<file path="config.mk">
export PLATFORM = sky130hd
export DESIGN_NAME = pipeline_hazard_ctrl
export DESIGN_NICKNAME = d
export VERILOG_FILES = /design/src/rtl/pipeline_hazard_ctrl.sv
export SDC_FILE = /design/constraint.sdc
export NUM_CORES = 1
export LEC_CHECK = 0
export BUFFER_PORTS_ARGS = -buffer_cell sky130_fd_sc_hd__buf_2
export CAP_MARGIN = 20
export CORE_MARGIN = 2
export CORE_UTILIZATION = 30
export DETAILED_ROUTE_END_ITERATION = 7
export SYNTH_ARGS = -nofsm -noshare
export SYNTH_HDL_FRONTEND = slang
export SYNTH_SLANG_ARGS = --single-unit
</file>
<file path="constraint.sdc">
create_clock -name CLK -period 2.52 [get_ports CLK]
set_input_delay 0.378 -clock CLK [delete_from_list [all_inputs] [get_ports CLK]]
set_output_delay 0.378 -clock CLK [all_outputs]
set_load 0.01 [all_outputs]
</file>
<file path="src/rtl/pipeline_hazard_ctrl.sv">
// pipeline_hazard_ctrl
// Central stall/flush sequencer for the 5-stage pipeline. It owns the PC
// enable and the enable/clear strobes of the IF/ID, ID/EX, EX/MEM and MEM/WB
// latches. It sequences four conditions: load-use bubbles, taken-branch
// squashes, memory wait states, and the halt drain.
//
// Optional build macro: HAZARD_PERF_EN
//   When defined, adds free-running performance counters (stall_cycles,
//   flush_count, ldu_count). When undefined, those ports and that logic are
//   absent, and the sequencing behaviour is unchanged.

module pipeline_hazard_ctrl #(
    parameter int REG_W      = 5,
    parameter int LU_BUBBLES = 1,
    parameter int DWAIT_MAX  = 255,
    parameter int CNT_W      = 32
) (
    input  logic             CLK,
    input  logic             RST,
    input  logic [REG_W-1:0] id_rs,
    input  logic [REG_W-1:0] id_rt,
    input  logic [REG_W-1:0] ex_rt,
    input  logic             ex_memRd,
    input  logic             mem_dren,
    input  logic             mem_dwen,
    input  logic             dhit,
    input  logic             ihit,
    input  logic             mem_branch_taken,
    input  logic             wb_halt,
    output logic             pc_en,
    output logic             ifid_en,
    output logic             idex_en,
    output logic             exmem_en,
    output logic             memwb_en,
    output logic             ifid_flush,
    output logic             idex_flush,
    output logic             exmem_flush,
    output logic             halted,
`ifdef HAZARD_PERF_EN
    output logic [CNT_W-1:0] stall_cycles,
    output logic [CNT_W-1:0] flush_count,
    output logic [CNT_W-1:0] ldu_count,
`endif
    output logic             mem_timeout
);

    typedef enum logic [1:0] {
        RUN    = 2'd0,
        LDUSE  = 2'd1,
        DWAIT  = 2'd2,
        HALTED = 2'd3
    } state_e;

    // Bubble count still owed after the first bubble of a load-use hazard.
    localparam logic [1:0] LuLoad = 2'(LU_BUBBLES - 1);

    state_e     state_q, state_d;
    logic [1:0] bub_cnt_q, bub_cnt_d;
    logic [7:0] dwait_cnt_q, dwait_cnt_d;
    logic       mem_timeout_q, mem_timeout_d;

    logic       loadUse;
    logic       dataWait;

    logic       pcEnRaw;
    logic       ifidEnRaw;
    logic       idexEnRaw;
    logic       exmemEnRaw;
    logic       memwbEnRaw;
    logic       ifidFlushRaw;
    logic       idexFlushRaw;
    logic       exmemFlushRaw;

    logic       branchEvt;
    logic       lduEvt;

    // Hazard conditions decoded straight from the stage latches; register 0
    // is hardwired to zero and can never carry a real dependency.
    assign loadUse  = ex_memRd && (ex_rt != '0) &&
                      ((ex_rt == id_rs) || (ex_rt == id_rt));
    assign dataWait = (mem_dren || mem_dwen) && !dhit;

    // Priority resolution of stall/flush strobes and the next sequencer state.
    always_comb begin
        state_d       = state_q;
        bub_cnt_d     = bub_cnt_q;
        dwait_cnt_d   = dwait_cnt_q;
        mem_timeout_d = mem_timeout_q;
        pcEnRaw       = 1'b0;
        ifidEnRaw     = 1'b0;
        idexEnRaw     = 1'b0;
        exmemEnRaw    = 1'b0;
        memwbEnRaw    = 1'b0;
        ifidFlushRaw  = 1'b0;
        idexFlushRaw  = 1'b0;
        exmemFlushRaw = 1'b0;
        branchEvt     = 1'b0;
        lduEvt        = 1'b0;

        if (state_q == HALTED) begin
            state_d = HALTED;
        end else if (wb_halt) begin
            state_d = HALTED;
        end else if (dataWait) begin
            state_d     = DWAIT;
            dwait_cnt_d = (dwait_cnt_q == 8'hFF) ? dwait_cnt_q : dwait_cnt_q + 8'd1;
            if (int'(dwait_cnt_d) >= DWAIT_MAX) begin
                mem_timeout_d = 1'b1;
            end
        end else if (state_q == DWAIT) begin
            pcEnRaw     = 1'b1;
            ifidEnRaw   = 1'b1;
            idexEnRaw   = 1'b1;
            exmemEnRaw  = 1'b1;
            memwbEnRaw  = 1'b1;
            dwait_cnt_d = 8'd0;
            state_d     = (bub_cnt_q != 2'd0) ? LDUSE : RUN;
        end else if (mem_branch_taken) begin
            pcEnRaw       = 1'b1;
            ifidEnRaw     = 1'b1;
            idexEnRaw     = 1'b1;
            exmemEnRaw    = 1'b1;
            memwbEnRaw    = 1'b1;
            ifidFlushRaw  = 1'b1;
            idexFlushRaw  = 1'b1;
            exmemFlushRaw = 1'b1;
            bub_cnt_d     = 2'd0;
            state_d       = RUN;
            branchEvt     = 1'b1;
        end else if ((state_q == LDUSE) && (bub_cnt_q != 2'd0)) begin
            idexEnRaw    = 1'b1;
            idexFlushRaw = 1'b1;
            exmemEnRaw   = 1'b1;
            memwbEnRaw   = 1'b1;
            bub_cnt_d    = bub_cnt_q - 2'd1;
            state_d      = (bub_cnt_q == 2'd1) ? RUN : LDUSE;
        end else if (loadUse) begin
            idexEnRaw    = 1'b1;
            idexFlushRaw = 1'b1;
            exmemEnRaw   = 1'b1;
            memwbEnRaw   = 1'b1;
            bub_cnt_d    = LuLoad;
            state_d      = (LuLoad != 2'd0) ? LDUSE : RUN;
            lduEvt       = 1'b1;
        end else if (!ihit) begin
            idexEnRaw    = 1'b1;
            idexFlushRaw = 1'b1;
            exmemEnRaw   = 1'b1;
            memwbEnRaw   = 1'b1;
            state_d      = RUN;
        end else begin
            pcEnRaw    = 1'b1;
            ifidEnRaw  = 1'b1;
            idexEnRaw  = 1'b1;
            exmemEnRaw = 1'b1;
            memwbEnRaw = 1'b1;
            state_d    = RUN;
        end
    end

    // Sequencer state, bubble/wait counters and the sticky timeout flag.
    always_ff @(posedge CLK) begin
        if (RST) begin
            state_q       <= RUN;
            bub_cnt_q     <= 2'd0;
            dwait_cnt_q   <= 8'd0;
            mem_timeout_q <= 1'b0;
        end else begin
            state_q       <= state_d;
            bub_cnt_q     <= bub_cnt_d;
            dwait_cnt_q   <= dwait_cnt_d;
            mem_timeout_q <= mem_timeout_d;
        end
    end

    // All latch strobes are held off while reset is asserted.
    assign pc_en       = pcEnRaw       && !RST;
    assign ifid_en     = ifidEnRaw     && !RST;
    assign idex_en     = idexEnRaw     && !RST;
    assign exmem_en    = exmemEnRaw    && !RST;
    assign memwb_en    = memwbEnRaw    && !RST;
    assign ifid_flush  = ifidFlushRaw  && !RST;
    assign idex_flush  = idexFlushRaw  && !RST;
    assign exmem_flush = exmemFlushRaw && !RST;
    assign halted      = (state_q == HALTED);
    assign mem_timeout = mem_timeout_q;

`ifdef HAZARD_PERF_EN
    logic [CNT_W-1:0] stall_cycles_q;
    logic [CNT_W-1:0] flush_count_q;
    logic [CNT_W-1:0] ldu_count_q;

    // Performance counters; they wrap naturally and freeze once halted.
    always_ff @(posedge CLK) begin
        if (RST) begin
            stall_cycles_q <= '0;
            flush_count_q  <= '0;
            ldu_count_q    <= '0;
        end else if (state_q != HALTED) begin
            if (!pcEnRaw) begin
                stall_cycles_q <= stall_cycles_q + CNT_W'(1);
            end
            if (branchEvt) begin
                flush_count_q <= flush_count_q + CNT_W'(1);
            end
            if (lduEvt) begin
                ldu_count_q <= ldu_count_q + CNT_W'(1);
            end
        end
    end

    assign stall_cycles = stall_cycles_q;
    assign flush_count  = flush_count_q;
    assign ldu_count    = ldu_count_q;
`else
    // Without the counters the event strobes have no consumer.
    logic perf_unused;
    assign perf_unused = branchEvt ^ lduEvt ^ (CNT_W > 0);
`endif

endmodule

</file>
Word level (Yosys, flattened, before mapping) --
Cells that the tools add are included.
Storage, ports and cells: logic and storage cells 75, output and inout bits 10, input port bits 24, register bits 13
Operators by class: add/subtract/negate cells 2, mux-type cells 38, reductions and logical operators 19, order comparisons 1, bitwise logic cells 4, eq/ne operators 7
Operator list (number):
- 2-to-1 mux 1 bit | 29
- 2-to-1 mux 8 bit | 3
- 2-to-1 mux 2 bit | 6
- == test 5 bit | 2
- adder 8 x 1 -> 8 bit, second input constant | 1
- == test 8 bit, second input constant | 1
- greater-or-equal comparator 8 bit, second input constant | 1
- logical AND 1 bit | 8
- AND reduction 5 bit | 1
- nonzero test 5 bit | 1
- == test 2 x 1 -> 1 bit, second input constant | 2
- == test 2 bit, second input constant | 2
- NOT 1 bit | 4
- AND reduction 4 bit | 1
- nonzero test 2 bit | 2
- AND reduction 3 bit | 1
- nonzero test 3 bit | 1
- logical NOT 1 bit | 2
- logical OR 1 bit | 2
- subtractor 2 x 1 -> 2 bit, second input constant | 1

Logic depth before layout (Yosys ltp) --
depth after elaboration 11, depth in mapped cells 7, depth with buffers taken out 7

Worst setup path before layout --
OpenSTA, ideal clock, no wires.
kind input -> output, start point in ex_rt[1], end point out pc_en, arrival 1.834 ns, path slack 0.308 ns, data required time 2.142 ns, stages on the path 5, buffers on the path 1, cells stage by stage or4_1 o21ai_2 nor3_1 a2111oi_2 buf_4
On the way: longest elaborated chain between the ends 11, elaborated cells on any way between the ends 14, those cells by class eq/ne: 2; mux: 7; reduce/logical: 5
RTL lines:
- start, declared | RTL line 22 | input logic [REG_W-1:0] ex_rt,
- == test 5 bit / nonzero test 5 bit (equally long branches) | RTL line 80, 79
- logical OR 1 bit / logical AND 1 bit (equally long branches) | RTL line 80, 79
- logical AND 1 bit (*) | RTL line 79 | assign loadUse = ex_memRd && (ex_rt != '0) &&
- 2-to-1 mux 1 bit (*) (7 in a row)
- logical AND 1 bit (*)
- end, declared | RTL line 30 | output logic pc_en,
Every way passes the cells marked *; elsewhere a longest branch is shown, timed or not.

Worst setup path in the final report --
start point in ex_rt[1], end point out ifid_en
On the way: longest elaborated chain between the ends 11, elaborated cells on any way between the ends 14, those cells by class eq/ne: 2; mux: 7; reduce/logical: 5
RTL lines:
- == test 5 bit / nonzero test 5 bit (equally long branches) | RTL line 80, 79
- logical OR 1 bit / logical AND 1 bit (equally long branches) | RTL line 80, 79
- logical AND 1 bit (*) | RTL line 79
- 2-to-1 mux 1 bit (*) | RTL line 137 | end else if (loadUse) begin
- 2-to-1 mux 1 bit (*) | RTL line 130 | end else if ((state_q == LDUSE) && (bub_cnt_q != 2'd0)) begin
- 2-to-1 mux 1 bit (*) | RTL line 118 | end else if (mem_branch_taken) begin
- 2-to-1 mux 1 bit (*) | RTL line 110 | end else if (state_q == DWAIT) begin
- 2-to-1 mux 1 bit (*) | RTL line 104 | end else if (dataWait) begin
- 2-to-1 mux 1 bit (*) | RTL line 102 | end else if (wb_halt) begin
- 2-to-1 mux 1 bit (*) | RTL line 100 | if (state_q == HALTED) begin
- logical AND 1 bit (*) | RTL line 178 | assign ifid_en = ifidEnRaw && !RST;
- end, declared | RTL line 31 | output logic ifid_en,
Marked as above.

==> impl_results.md <==
* Status: complete, no violations
* Worst reg2reg endpoint: dwait_cnt_q[1]$_SDFFE_PP0P_
* Skew final at 1.08 ps
* Routability cong. at 0.837
* Async set-reset flop share out of synthesis at 0%
* Fmax at 435 MHz
* Final Setup Violations at 0
* Setup Fix Bufs, Post-CTS at 0
* Sw frac at 28.5%
* DRC Markers at 0
* Setup crit start kind: input pin
* Vias in the first global route at 901
* Htree depth at 1
* Average wire per standard cell at 11.9 um
* Nets at 186
* Initial drt markers at 53
* Clock Power Share at 28.8%
* Proportion of layout cells with a drive suffix above 1 at 26.6%
* Synth top area share at 25.9%
* CTS Hold Buffers Added at 0
* PwrDens at 363 nW/um^2
* Mean area per synthesized cell at 7.92 um^2
* CTS Sinks at 13
* Post-layout min period at 2300 ps
* Worst-Skew Late Latency at 270 ps
* Min-Delay Path Class: in2reg
* Core Area at 3280 um^2
* Max stage delay on crit path at 540 ps
* N_diodes at 0
* Number of nets with antenna violations after routing at 0
* HPWL after detailed placement at 1.89 mm
* WP data required at 2140 ps
* Max transition margin at 59.7%
* Hold Path Stages at 3
* Antenna violations before repair at 0
* Clock transition at path regs at 80 ps
* Mux cell area share after synthesis at 0%
* Crit end category: primary output
* Power Total at 443 uW
* Synth area leader: dfxtp_1
* Most frequent CP cell: buf_2
* EDFF count, synth at 0
* Hold Crit Start: dhit
* TritonCTS clock tree: built
* Area growth, synth to finish at 21.3%
* Adder-cell share of the synthesized area at 3.73%
* Pint at 317 uW
* Post-CTS sizing at 0
* # rows at 21
* Synth Area in Compound Gates at 24.6%
* Sequential power share at 48.2%
* Yosys reg bits at 13
* RR Startpoint: dwait_cnt_q[0]$_SDFFE_PP0P_
* Most common cell after layout, fill and taps aside: buf_2
* Final Max Tran Viols at 0
* Largest family of logic cells by synthesized area: simple AND/OR/NAND/NOR gates
* Mapped cell area at 1010 um^2
* Global-route wire length before repair at 3.73 mm
* CP Cell Sequence: buf_2 -> or4_1 -> o21ai_2 -> nor3_1 -> a2111oi_2 -> buf_2
* Fraction of the mapped netlist area in simple logic gates at 31.7%
* Clock Tree Root: clkbuf_4
* Setup crit start: ex_rt[1]
* Hold Vio Cnt, Final at 0
* Starting Density at 30.6%
* RSZ-0062 raised after global routing: no
* Kind of critical path: in2out
* Yosys cell types at 41
* Hold EP: state_q[1]$_SDFF_PP0_
* Combinational power share at 22.9%
* Port bufs at 33
* Worst Tran Pin Value at 604 ps
* Die area at 3830 um^2
* Pin count of the biggest net entering global routing at 19
* Final Core Density at 37.1%
* Aggregate routed wire length at 2.43 mm
* Via Count at 1085
* CP arrival at 1920 ps
* Leak Pwr at 0.000437 uW
* Worst reg2reg path depth at 6
* Number of synthesis warnings at 0
* Remaining Overflow, GRT at 0
* R2R setup slack at 640 ps
* Synthesized net count at 154
* IO Pins at 34
* Most frequent cells in the layout: buf_2, a21oi_1, dfxtp_1
* Placed Cells at 200
* Max Cap Viol at 0
* P_sw at 126 uW
* Final period utilization at 91.1%
* CP Max Fanout at 3
* Die span in y at 61.9 um
* Pre-antenna DRT Iters at 4
* TritonCTS buffer count at 3
* Peak supply drop at 324 uV
* Worst path slowest cell: or4_1
* Syn Inst Count at 127
* Sequential share of the synthesized area at 25.9%
* Top cells by area, synth: dfxtp_1, xnor2_1, a21oi_1
* DIE WIDTH at 61.9 um
* Vias per cell at 5.32
* Clk buf depth at 2
* Final TNS setup at 0 ps
* Synth Flop Type: dfxtp_1
* GRT Util Overall at 12.7%
* Final hold slack at 430 ps
* Post-synthesis xor/xnor area fraction at 8.71%
* Post-Layout Cell Count at 204
## worst max-delay path, delay by kind of cell
kind                   cells  cell delay [ps]
AOI/OAI and AO/OA          2              590
and+or+nand+nor            2              620
buffers and inverters      2              320
## cell families (layout without fill, tap and decap cells)
kind of cell | Yosys count | after routing
and+or+nand+nor | 56 | 56
AOI/OAI and AO/OA | 35 | 35
DFF | 13 | 13
xor gates and xnor gates | 10 | 10
buffers and inverters | 10 | 41
adders and majority gates | 3 | 3
## stage by stage
step           setup WS (ps)  instance area (um^2)
3_3_place_gp             300                  1190
5_1_grt                  140                  1220
2_1_floorplan            308                  1010
3_5_place_dp             216                  1190
4_1_cts                  206                  1220
6_report                 223                  1220
## per-layer routing
metal  GRT usage [%]  part of all wire (%)
met4            1.82                  0.53
met5               0                     0
met1            14.8                    45
met3            3.11                   5.7
met2            23.9                    48
## layout make-up
class / instances / area [um^2]
inverter: 3 / 11.3
clock buffer: 4 / 26.3
fill: 339 / 2060
tap: 46 / 57.6
sequential: 13 / 260
timing repair buffer: 34 / 173
multi-input combinational: 104 / 692
## synthesized netlist by cell type, drive strengths merged, types with 2 or more instances
cell and instances:
nand3 7, nor3b 2, inv 3, nor3 10, buf 5, a21oi 15, xnor2 10, ha 3
and3 2, a2111oi 2, nor2 8, o21bai 2, clkbuf 2, nor2b 2, dfxtp 13, a41oi 3
or4 2, nand2 7, nor4b 3, nand2b 3, o21ai 5, nand3b 2, nand4 2
## worst max-delay path by stage
stage / end / slack (ps) / depth (start not counted)
2_1_floorplan: pc_en / 310 / 5
3_3_place_gp: ifid_en / 300 / 6
3_5_place_dp: ifid_en / 220 / 6
4_1_cts: ifid_en / 210 / 6
5_1_grt: idex_flush / 140 / 6
6_report: ifid_en / 220 / 6
## flip-flops by register name (all words and copies together) (netlist names)
signal       cells
bub_cnt_q        2
dwait_cnt_q      8
state_q          2
mem_timeout      1
## power groups by stage
stage	Sequential (uW)	Clock (uW)	Combinational, uW
finish	214	128	102
global route	215	138	113
CTS	214	135	102
detailed placement	219	0	102
global placement	219	0	99.5
floorplan	217	0	63.9
Note: power is estimated with default switching activity, not from simulation.
